`config.mk`:
```
export PLATFORM = sky130hd
export DESIGN_NAME = truth_table_sweeper
export DESIGN_NICKNAME = d
export VERILOG_FILES = /design/src/rtl/truth_table_sweeper.sv
export SDC_FILE = /design/constraint.sdc
export NUM_CORES = 1
export LEC_CHECK = 0
export ABC_AREA = 1
export CAP_MARGIN = 15
export CORE_ASPECT_RATIO = 0.6
export CORE_MARGIN = 8
export CORE_UTILIZATION = 55
export DETAILED_ROUTE_END_ITERATION = 10
export GPL_TIMING_DRIVEN = 0
export PLACE_DENSITY = 0.79
export SLEW_MARGIN = 20
export SYNTH_ARGS = -nofsm -noshare
export SYNTH_HDL_FRONTEND = slang
export SYNTH_SLANG_ARGS = --single-unit
```
`constraint.sdc`:
```
create_clock -name clk -period 8.5 [get_ports clk]
set_input_delay 0.85 -clock clk [delete_from_list [all_inputs] [get_ports clk]]
set_output_delay 0.85 -clock clk [all_outputs]
set_load 0.02 [all_outputs]
```
`src/rtl/truth_table_sweeper.sv`:
```
// truth_table_sweeper: drives every input vector of a small combinational block, captures its truth table and grades it
// Ports: clk/rst (async, active-high); start requests a sweep from IDLE; drv is the vector driven to the block;
// s_in is the block's output; busy covers SETTLE/SAMPLE; done pulses once per sweep; table_out, pass and
// mismatch_count hold the last graded table until the next done.
module truth_table_sweeper #(
    parameter int N_IN = 3,
    parameter int SETTLE = 1,
    parameter logic [2**N_IN-1:0] EXPECTED = 8'b0111_0000
) (
    input  logic                 clk,
    input  logic                 rst,
    input  logic                 start,
    output logic [N_IN-1:0]      drv,
    input  logic                 s_in,
    output logic                 busy,
    output logic                 done,
    output logic [2**N_IN-1:0]   table_out,
    output logic                 pass,
    output logic [N_IN:0]        mismatch_count
);
    localparam int T = 2**N_IN;
    localparam int W = N_IN + 1;
    typedef enum logic [1:0] {S_IDLE, S_SETTLE, S_SAMPLE, S_DONE} state_t;
    state_t state;
    logic [3:0] cnt;
    logic [T-1:0] cap, cap_nxt, diff;
    logic [W-1:0] pop;
    // grading works on the table including the bit being sampled now, so results land with done
    always_comb begin
        cap_nxt = cap;
        cap_nxt[drv] = s_in;
        diff = cap_nxt ^ EXPECTED;
        pop = '0;
        for (int i = 0; i < T; i++) pop = pop + W'(diff[i]);
    end
    always_ff @(posedge clk or posedge rst) begin
        if (rst) begin
            state <= S_IDLE;
            cnt <= '0;
            cap <= '0;
            drv <= '0;
            busy <= 1'b0;
            done <= 1'b0;
            table_out <= '0;
            pass <= 1'b0;
            mismatch_count <= '0;
        end else begin
            done <= 1'b0;
            case (state)
                S_IDLE: if (start) begin
                    state <= S_SETTLE;
                    drv <= '0;
                    cnt <= '0;
                    cap <= '0;
                    busy <= 1'b1;
                end
                S_SETTLE: if (cnt == 4'(SETTLE)) state <= S_SAMPLE; else cnt <= cnt + 4'd1;
                S_SAMPLE: begin
                    cap <= cap_nxt;
                    if (drv == {N_IN{1'b1}}) begin
                        state <= S_DONE;
                        busy <= 1'b0;
                        done <= 1'b1;
                        table_out <= cap_nxt;
                        pass <= (cap_nxt == EXPECTED);
                        mismatch_count <= pop;
                    end else begin
                        drv <= drv + N_IN'(1);
                        cnt <= '0;
                        state <= S_SETTLE;
                    end
                end
                S_DONE: state <= S_IDLE;
                default: state <= S_IDLE;
            endcase
        end
    end
endmodule

```
==> results of run 1 <==
## metrics by stage
| step | power [W] | std cells | area [um^2] | utilization |
|---|---|---|---|---|
| 6_report | 0.000630 | 270 | 2090 | 0.708 |
| 5_1_grt | 0.000687 | 270 | 2090 | 0.708 |
| 4_1_cts | 0.000629 | 270 | 2090 | 0.708 |
| 3_5_place_dp | 0.000520 | 263 | 2010 | 0.682 |
| 3_3_place_gp | 0.000500 | 263 | 2010 | 0.682 |
| 2_1_floorplan | 0.000438 | 200 | 1750 | - |
## synthesized netlist by cell type (4+ instances only)
cell     count  area (um^2)
nand2_1     50          188
o21ai_0     18         90.1
nand4_1      7         43.8
fa_1         4         80.1
ha_1         8          100
inv_1       29          109
o22ai_1      5         31.3
buf_6        4         45.0
nor2_1       9         33.8
nand3_1     13         65.1
dfrtp_1     32          801
## state kept, by name, summed over array words and instances (netlist names)
name            count
table_out           8
cnt                 4
mismatch_count      4
drv                 3
state               2
pass                1
cap                 8
done                1
busy                1
## logic make-up (layout without fill, tap and decap cells)
group | count (synthesis) | after routing | share of synthesized area
and+or+nand+nor | 85 | 85 | 0.229
DFF | 32 | 32 | 0.459
AOI/OAI and AO/OA | 31 | 31 | 0.0968
xor gates and xnor gates | 2 | 2 | 0.0100
buffers and inverters | 38 | 66 | 0.102
adders and majority gates | 12 | 12 | 0.103
## path summary, 6_finish.rpt
| path | from | end | slack (ns) |
|---|---|---|---|
| max in group asynchronous | rst | cap[1]$_DFFE_PP0P_ | 7.10 |
| min | mismatch_count[0]$_DFFE_PP0P_ | mismatch_count[0]$_DFFE_PP0P_ | 0.48 |
| max reg2reg | drv[0]$_DFFE_PP0P_ | mismatch_count[2]$_DFFE_PP0P_ | 4.83 |
| max | s_in | mismatch_count[2]$_DFFE_PP0P_ | 4.33 |
| min reg2reg | mismatch_count[0]$_DFFE_PP0P_ | mismatch_count[0]$_DFFE_PP0P_ | 0.48 |
| min in group asynchronous | rst | mismatch_count[2]$_DFFE_PP0P_ | 0.98 |
## per-layer routing
| metal | wire length, um | GRT usage | part of all wire |
|---|---|---|---|
| met5 | 0 | 0 | 0 |
| met4 | 83 | 0.0621 | 0.021 |
| met3 | 459 | 0.0664 | 0.12 |
| met2 | 1630 | 0.230 | 0.42 |
| met1 | 1750 | 0.216 | 0.45 |
## worst max-delay path, cell delays in order
cell	delay (ns)
clkdlybuf4s50_1	0.64
inv_1	0.13
nand4_1	0.10
nand2_1	0.13
inv_1	0.12
fa_1	0.44
fa_1	0.49
inv_1	0.05
fa_1	0.48
inv_1	0.08
ha_1	0.16
inv_1	0.05
fa_1	0.37
xor2_1	0.14
o21ai_0	0.14
## area by class of cell
| cell class | instances | area share |
|---|---|---|
| inverters | 32 | 0.0576 |
| clock inverters | 1 | 0.00240 |
| flip-flops and latches | 32 | 0.384 |
| multi-input cells | 130 | 0.368 |
| clock buffers | 6 | 0.0348 |
| well taps | 42 | 0.0252 |
| repair buffers | 21 | 0.101 |
| plain buffers | 6 | 0.0276 |
## report_power, final
part / internal, W / total, W / switching, W
combinational: 0.000126 / 0.000327 / 0.000201
sequential: 0.000177 / 0.000197 / 0.0000196
clock: 0.0000555 / 0.000107 / 0.0000511
==> impl_metrics.tcl, run 1 <==
set metrics [dict create \
    initial_utilization 0.592 \
    setup_viol 0 \
    grt.total_usage 0.163 \
    num_rows 15 \
    slew_headroom 0.569 \
    final_max_slew_viol_count 0 \
    die_h_um 59.6 \
    fin_skew_ns 0.00510 \
    diodes 0 \
    routed_via_density 5.38 \
    startpoint_type "input pin" \
    wl_mm 3.93 \
    antenna_left 0 \
    status "finished, final reports clean" \
    synth_edf_count 0 \
    drive_above_1_share 0.105 \
    clockRootBuffer "clkbuf_8" \
    cts_tree "yes" \
    portBuffers 21 \
    tns_ns 0 \
    drc 0 \
    ctsHoldBuffers 0 \
    cts.clk_slew.worst_paths_ns 0.06 \
    synth_area_mm2 0.00175 \
    syn_to_final_growth_pct 19.5 \
    finalCritPeriodShare 0.491 \
    die_w_um 88.7 \
    core_area_mm2 0.00295 \
    clock_latency_ns 0.28 \
    worstHoldPathCells 2 \
    tightest_slew_ns 0.645 \
    synth_nets 216 \
    first_global_vias 1379 \
    gp_congestion 0.924 \
    seq_area_um2 801 \
    h-tree-depth 2 \
    hpwl_mm 2.98 \
    cts_num_sinks 32 \
    powerDensity_mw_per_mm2 302 \
    avgSynthCellArea_um2 8.73 \
    antenna_found_initial 0 \
    cp.required_ns 8.70 \
    layout_commonest_cell "nand2_1" \
    fmax_ghz 0.240 \
    ir_drop_mv 0.144 \
    synth-async-reset-ratio 1.00 \
    overflow 0 \
    dp_slack_ns 4.09 \
    synthCells 200 \
    crit_fanout 6 \
    synth.distinct_cells 24 \
    r2r_cells 15 \
    holdWs_ns 0.478 \
    worstPathArrival_ns 4.38 \
    wl_per_cell_um 14.5 \
    yosys_warnings 0 \
    ys_seq_area_frac 0.459 \
    multi_input_area_um2 767 \
    cap_violations 0 \
    drt_iter0_drc 160 \
    n_fill_cell 253 \
    grt_max_degree 33 \
    final_nets 244 \
    worstSetupEndpointType "flip-flop" \
    final-hold-violation-count 0 \
    detailedRoute.firstPassIterationCount 5 \
    hold_path.class "reg -> reg" \
    p_leak_nw 1.06 \
    fin_crit_ns 4.17 \
    ys.flop_type "dfrtp_1" \
    ios 22 \
    final_cell_mix "nand2_1, dfrtp_1, inv_1" \
    worst_slack_ns 4.33 \
    clk_path_buf_depth 2 \
    vias 1453 \
    synth.ff_latch_count 32 \
    dieArea_mm2 0.00529 \
    post_cts_buffers 0 \
    grt_pass1_wl_mm 6.51 \
    cts_inserted_buffers 5 \
    rsz0062_at_grt "no" \
    cts_resized 0 \
    critical_path_class "in -> reg" \
]
(Power assumes the default switching activity.)
==> inputs of run 2 (changes only) <==
CORE_UTILIZATION = 54   (was 55)
PLACE_DENSITY = 0.78   (was 0.79)
clock period = 4.2 ns   (was 8.5 ns; I/O delays follow)
==> impl_metrics.tcl, run 2 (synthesis results as in run 1) <==
set metrics [dict create \
    fin_skew_ns 0.00368 \
    critPathSlowestCell "clkdlybuf4s50_1" \
    ios 22 \
    cts.clk_slew.worst_paths_ns 0.06 \
    status "finished, final reports clean" \
    hpwl_mm 2.71 \
    final-hold-violation-count 0 \
    top_regs "cap (8), table_out (8)" \
    syn_to_final_growth_pct 20.8 \
    critPathBufInv 6 \
    hold_path.class "reg -> reg" \
    cts_resized 0 \
    n_fill_cell 281 \
    diodes 0 \
    ctsHoldBuffers 0 \
    tns_ns 0 \
    p_leak_nw 1.07 \
    power.total_w 0.00128 \
    finalCritPeriodShare 0.879 \
    num_rows 16 \
    powerDensity_mw_per_mm2 609 \
    first_global_vias 1315 \
    post_cts_buffers 0 \
    cts_tree "yes" \
    core_area_mm2 0.00316 \
    critical_path_class "in -> reg" \
    grt_max_degree 33 \
    fmax_ghz 0.271 \
    die_h_um 60.0 \
    antenna_found_initial 0 \
    dp_cells 266 \
    vias 1403 \
    fin_crit_ns 3.69 \
    final_max_slew_viol_count 0 \
    clk_path_buf_depth 2 \
    h-tree-depth 2 \
    cp_common_cell "inv_1" \
    grt_pass1_wl_mm 6.27 \
    cts_inserted_buffers 5 \
    critPathTopFamily "adder cells" \
    rsz0062_at_grt "no" \
    setup_viol 0 \
    drive_above_1_share 0.110 \
    overflow 0 \
    final_cell_mix "nand2_1, dfrtp_1, inv_1" \
    tightest_slew_ns 0.656 \
    final_nets 244 \
    startpoint_type "input pin" \
    antenna_left 0 \
    cts_num_sinks 32 \
    detailedRoute.firstPassIterationCount 4 \
    drt_iter0_drc 82 \
    wl_per_cell_um 13.3 \
    worstPathArrival_ns 3.89 \
    ir_drop_mv 0.354 \
    die_w_um 89.4 \
    grt.total_usage 0.160 \
    path_cells "clkdlybuf4s50_1 -> inv_1 -> nand4_1 -> nand2_1 -> inv_1 -> fa_1 -> fa_1 -> inv_1 -> fa_1 -> inv_1 -> ha_1 -> inv_1 -> fa_1 -> xor2_1 -> o21ai_0" \
    routed_via_density 5.14 \
    clock_latency_ns 0.29 \
    slew_headroom 0.562 \
    wl_mm 3.64 \
    gp_congestion 0.871 \
    crit_fanout 6 \
    initial_utilization 0.552 \
    cap_violations 0 \
    stdcell_count 273 \
    worstSetupEndpointType "flip-flop" \
    clockRootBuffer "clkbuf_8" \
    layout_commonest_cell "nand2_1" \
    drc 0 \
    final_core_util 0.667 \
    critPathMaxStageDelay_ns 0.61 \
    portBuffers 21 \
    dieArea_mm2 0.00537 \
    cp.required_ns 4.40 \
]
==> run 2: worst min-delay path: stages, from the launching register on <==
cell and delay [ns]:
dfrtp_1 0.34, nand2_1 0.05, nand2_1 0.05
==> run 2: power breakdown <==
group | switching (W) | internal, W | total (W)
Combinational | 0.000387 | 0.000247 | 0.000634
Sequential | 0.0000380 | 0.000358 | 0.000396
Clock | 0.000108 | 0.000146 | 0.000254
Total | 0.000533 | 0.000751 | 0.00128
==> run 2: final cells by class <==
| class | count | area (um^2) | share of cell area |
|---|---|---|---|
| buffer | 6 | 57.6 | 0.0273 |
| tap | 45 | 56.3 | 0.0267 |
| timing repair buffer | 21 | 210 | 0.0997 |
| clock buffer | 7 | 96.3 | 0.0457 |
| inverter | 32 | 120 | 0.0570 |
| multi-input combinational | 130 | 767 | 0.364 |
| sequential | 32 | 801 | 0.380 |
==> run 2: path summary, 6_finish.rpt <==
path / slack [ns] / to / cells after the start / from
worst min register to register: 0.48 / table_out[6]$_DFFE_PP0P_ / 2 / table_out[6]$_DFFE_PP0P_
worst max-delay path: 0.51 / mismatch_count[2]$_DFFE_PP0P_ / 15 / s_in
max in group asynchronous: 3.22 / state[1]$_DFFE_PP0P_ / 2 / rst
min in group asynchronous: 0.54 / drv[2]$_DFFE_PP0P_ / 2 / rst
worst max register to register: 0.52 / mismatch_count[2]$_DFFE_PP0P_ / 15 / drv[0]$_DFFE_PP0P_
worst min-delay path: 0.48 / table_out[6]$_DFFE_PP0P_ / 2 / table_out[6]$_DFFE_PP0P_
==> run 2: stage by stage <==
step	worst slack (ns)	hold slack, ns	cell area [um^2]
floorplan	0.717	0.453	1750
global placement	0.244	0.463	2010
detailed placement	0.239	0.466	2010
CTS	0.526	0.483	2110
global route	0.254	0.494	2110
finish	0.509	0.479	2110
==> run 2: metal layers <==
layer  vias up  wire length (um)  track usage  part of all wire
met3         8               401       0.0617              0.11
met4         0                70       0.0775             0.019
li1        692                 -            -                 -
met1       647              1770        0.217              0.49
met5         -                 0            0                 0
met2        56              1390        0.215              0.38
==> inputs of run 3 (changes only) <==
CORE_UTILIZATION = 30   (was 54)
PLACE_DENSITY = unset   (was 0.78)
==> impl_metrics.tcl, run 3 (synthesis results as in run 1) <==
set metrics [dict create \
    final_nets 244 \
    rsz0062_at_grt "no" \
    first_global_vias 1318 \
    critPathTopFamily "adder cells" \
    r2r-end "mismatch_count[1]$_DFFE_PP0P_" \
    layout_commonest_cell "nand2_1" \
    worstSetupStartpoint "s_in" \
    clock_latency_ns 0.29 \
    grt.total_usage 0.0997 \
    ir_drop_mv 0.237 \
    cp_common_cell "inv_1" \
    crit_fanout 6 \
    dp_cells 301 \
    core_area_mm2 0.00560 \
    final_max_slew_viol_count 0 \
    cap_violations 0 \
    syn_to_final_growth_pct 23.9 \
    finalCritPeriodShare 0.904 \
    p_leak_nw 1.08 \
    grt_pass1_wl_mm 6.57 \
    initial_utilization 0.312 \
    p_sw_frac 0.415 \
    fmax_ghz 0.263 \
    vias 1375 \
    final-hold-violation-count 0 \
    tns_ns 0 \
    powerDensity_mw_per_mm2 626 \
    critPathMaxStageDelay_ns 0.57 \
    drc 0 \
    status "finished, final reports clean" \
    worstPathArrival_ns 4.01 \
    stdcell_area_mm2 0.00216 \
    critPathBufInv 6 \
    power_frac_comb 0.490 \
    multi_input_area_um2 767 \
    r2r_cells 14 \
    slew_headroom 0.542 \
    path_cells "clkdlybuf4s50_1 -> inv_1 -> nand4_1 -> nand2_1 -> inv_1 -> fa_1 -> fa_1 -> inv_1 -> fa_1 -> inv_1 -> ha_1 -> inv_1 -> fa_1 -> o21ai_0" \
    worstSetupEndpointType "flip-flop" \
    diodes 0 \
    critPathSlowestCell "clkdlybuf4s50_1" \
    pwr-share-seq 0.292 \
    clockRootBuffer "clkbuf_8" \
    seq_area_um2 801 \
    drt_iter0_drc 113 \
    overflow 0 \
    top_regs "cap (8), table_out (8)" \
    fin_crit_ns 3.80 \
    grt_max_degree 33 \
    startpoint_type "input pin" \
    gp_congestion 0.826 \
    detailedRoute.firstPassIterationCount 4 \
    cts_num_sinks 32 \
    cts_resized 0 \
    internal_power_w 0.000792 \
    routed_via_density 4.45 \
    place_area_mm2 0.00206 \
    critPathCapture "mismatch_count[1]$_DFFE_PP0P_" \
    die_w_um 114 \
    stdcell_count 309 \
    cts_inserted_buffers 5 \
    tightest_slew_ns 0.686 \
    ios 22 \
    r2r_slack_ns 0.52 \
    hpwl_mm 2.96 \
    setup_viol 0 \
    dieArea_mm2 0.00859 \
    antenna_left 0 \
    wl_per_cell_um 12.7 \
    wl_mm 3.94 \
    h-tree-depth 2 \
    clockPowerShare 0.217 \
    final_cell_mix "nand2_1, dfrtp_1, inv_1" \
    fin_skew_ns 0.00715 \
    num_rows 21 \
    final_core_util 0.387 \
    post_cts_buffers 0 \
    switching_power_w 0.000562 \
    clk_path_buf_depth 2 \
    cts.clk_slew.worst_paths_ns 0.07 \
    reg2reg_from "drv[0]$_DFFE_PP0P_" \
    cp.required_ns 4.41 \
    cts_tree "yes" \
    ctsHoldBuffers 0 \
    antenna_found_initial 0 \
    n_fill_cell 582 \
    hold_path.class "reg -> reg" \
    drive_above_1_share 0.109 \
    crit_cells 14 \
    critical_path_class "in -> reg" \
    die_h_um 75.1 \
    portBuffers 21 \
]
[run 3: changes by cell type in the layout (fill, tap and decap cells not counted)]
| cell | delta |
|---|---|
| bufinv_16 | +1 |
| clkbuf_8 | -2 |
| clkbuf_1 | +1 |
| clkinv_2 | +1 |
[run 3: cell type report]
class	instances	share of cell area
well taps	80	0.0463
clock inverters	2	0.0162
repair buffers	21	0.0972
clock buffers	6	0.0335
flip-flops and latches	32	0.370
inverters	32	0.0555
multi-input cells	130	0.355
plain buffers	6	0.0266
[run 3: worst register-to-register path, cell delays in order (launching register included)]
cell and delay (ns):
dfrtp_1 0.39, buf_4 0.17, inv_2 0.13, nand2_1 0.10, o21ai_2 0.21, inv_1 0.10
fa_1 0.54, fa_1 0.50, inv_1 0.05, fa_1 0.52, inv_1 0.04, ha_1 0.20
inv_1 0.07, fa_1 0.42, o21ai_0 0.16
[run 3: how the worst min path moves through the flow]
| stage | start | endpoint | cells past startpoint |
|---|---|---|---|
| global placement | busy$_DFFE_PP0P_ | busy$_DFFE_PP0P_ | 2 |
| floorplan | cap[2]$_DFFE_PP0P_ | cap[2]$_DFFE_PP0P_ | 2 |
| detailed placement | busy$_DFFE_PP0P_ | busy$_DFFE_PP0P_ | 2 |
| global route | pass$_DFFE_PP0P_ | pass$_DFFE_PP0P_ | 2 |
| finish | busy$_DFFE_PP0P_ | busy$_DFFE_PP0P_ | 2 |
| CTS | busy$_DFFE_PP0P_ | busy$_DFFE_PP0P_ | 2 |
[run 3: layer usage]
| metal | vias up | share of wire | GRT usage |
|---|---|---|---|
| li1 | 696 | - | - |
| met1 | 620 | 0.51 | 0.144 |
| met2 | 54 | 0.37 | 0.128 |
| met3 | 5 | 0.11 | 0.0408 |
| met4 | 0 | 0.0096 | 0.0307 |
| met5 | - | 0 | 0 |
[run 3: power by group through the flow]
| stage | Combinational, W | Clock [W] | Sequential (W) |
|---|---|---|---|
| after global routing | 0.000761 | 0.000314 | 0.000403 |
| after CTS | 0.000666 | 0.000302 | 0.000396 |
| final | 0.000664 | 0.000294 | 0.000395 |
| after detailed placement | 0.000661 | 0 | 0.000402 |
| after floorplan | 0.000475 | 0 | 0.000412 |
| after global placement | 0.000647 | 0 | 0.000401 |
[run 3: through the flow]
stage | total power [W] | setup WS, ns | hold WS (ns)
final | 0.00135 | 0.403 | 0.470
after global routing | 0.00148 | 0.237 | 0.495
after CTS | 0.00136 | 0.433 | 0.478
after detailed placement | 0.00106 | 0.150 | 0.460
after global placement | 0.00105 | 0.175 | 0.456
after floorplan | 0.000887 | 0.717 | 0.453
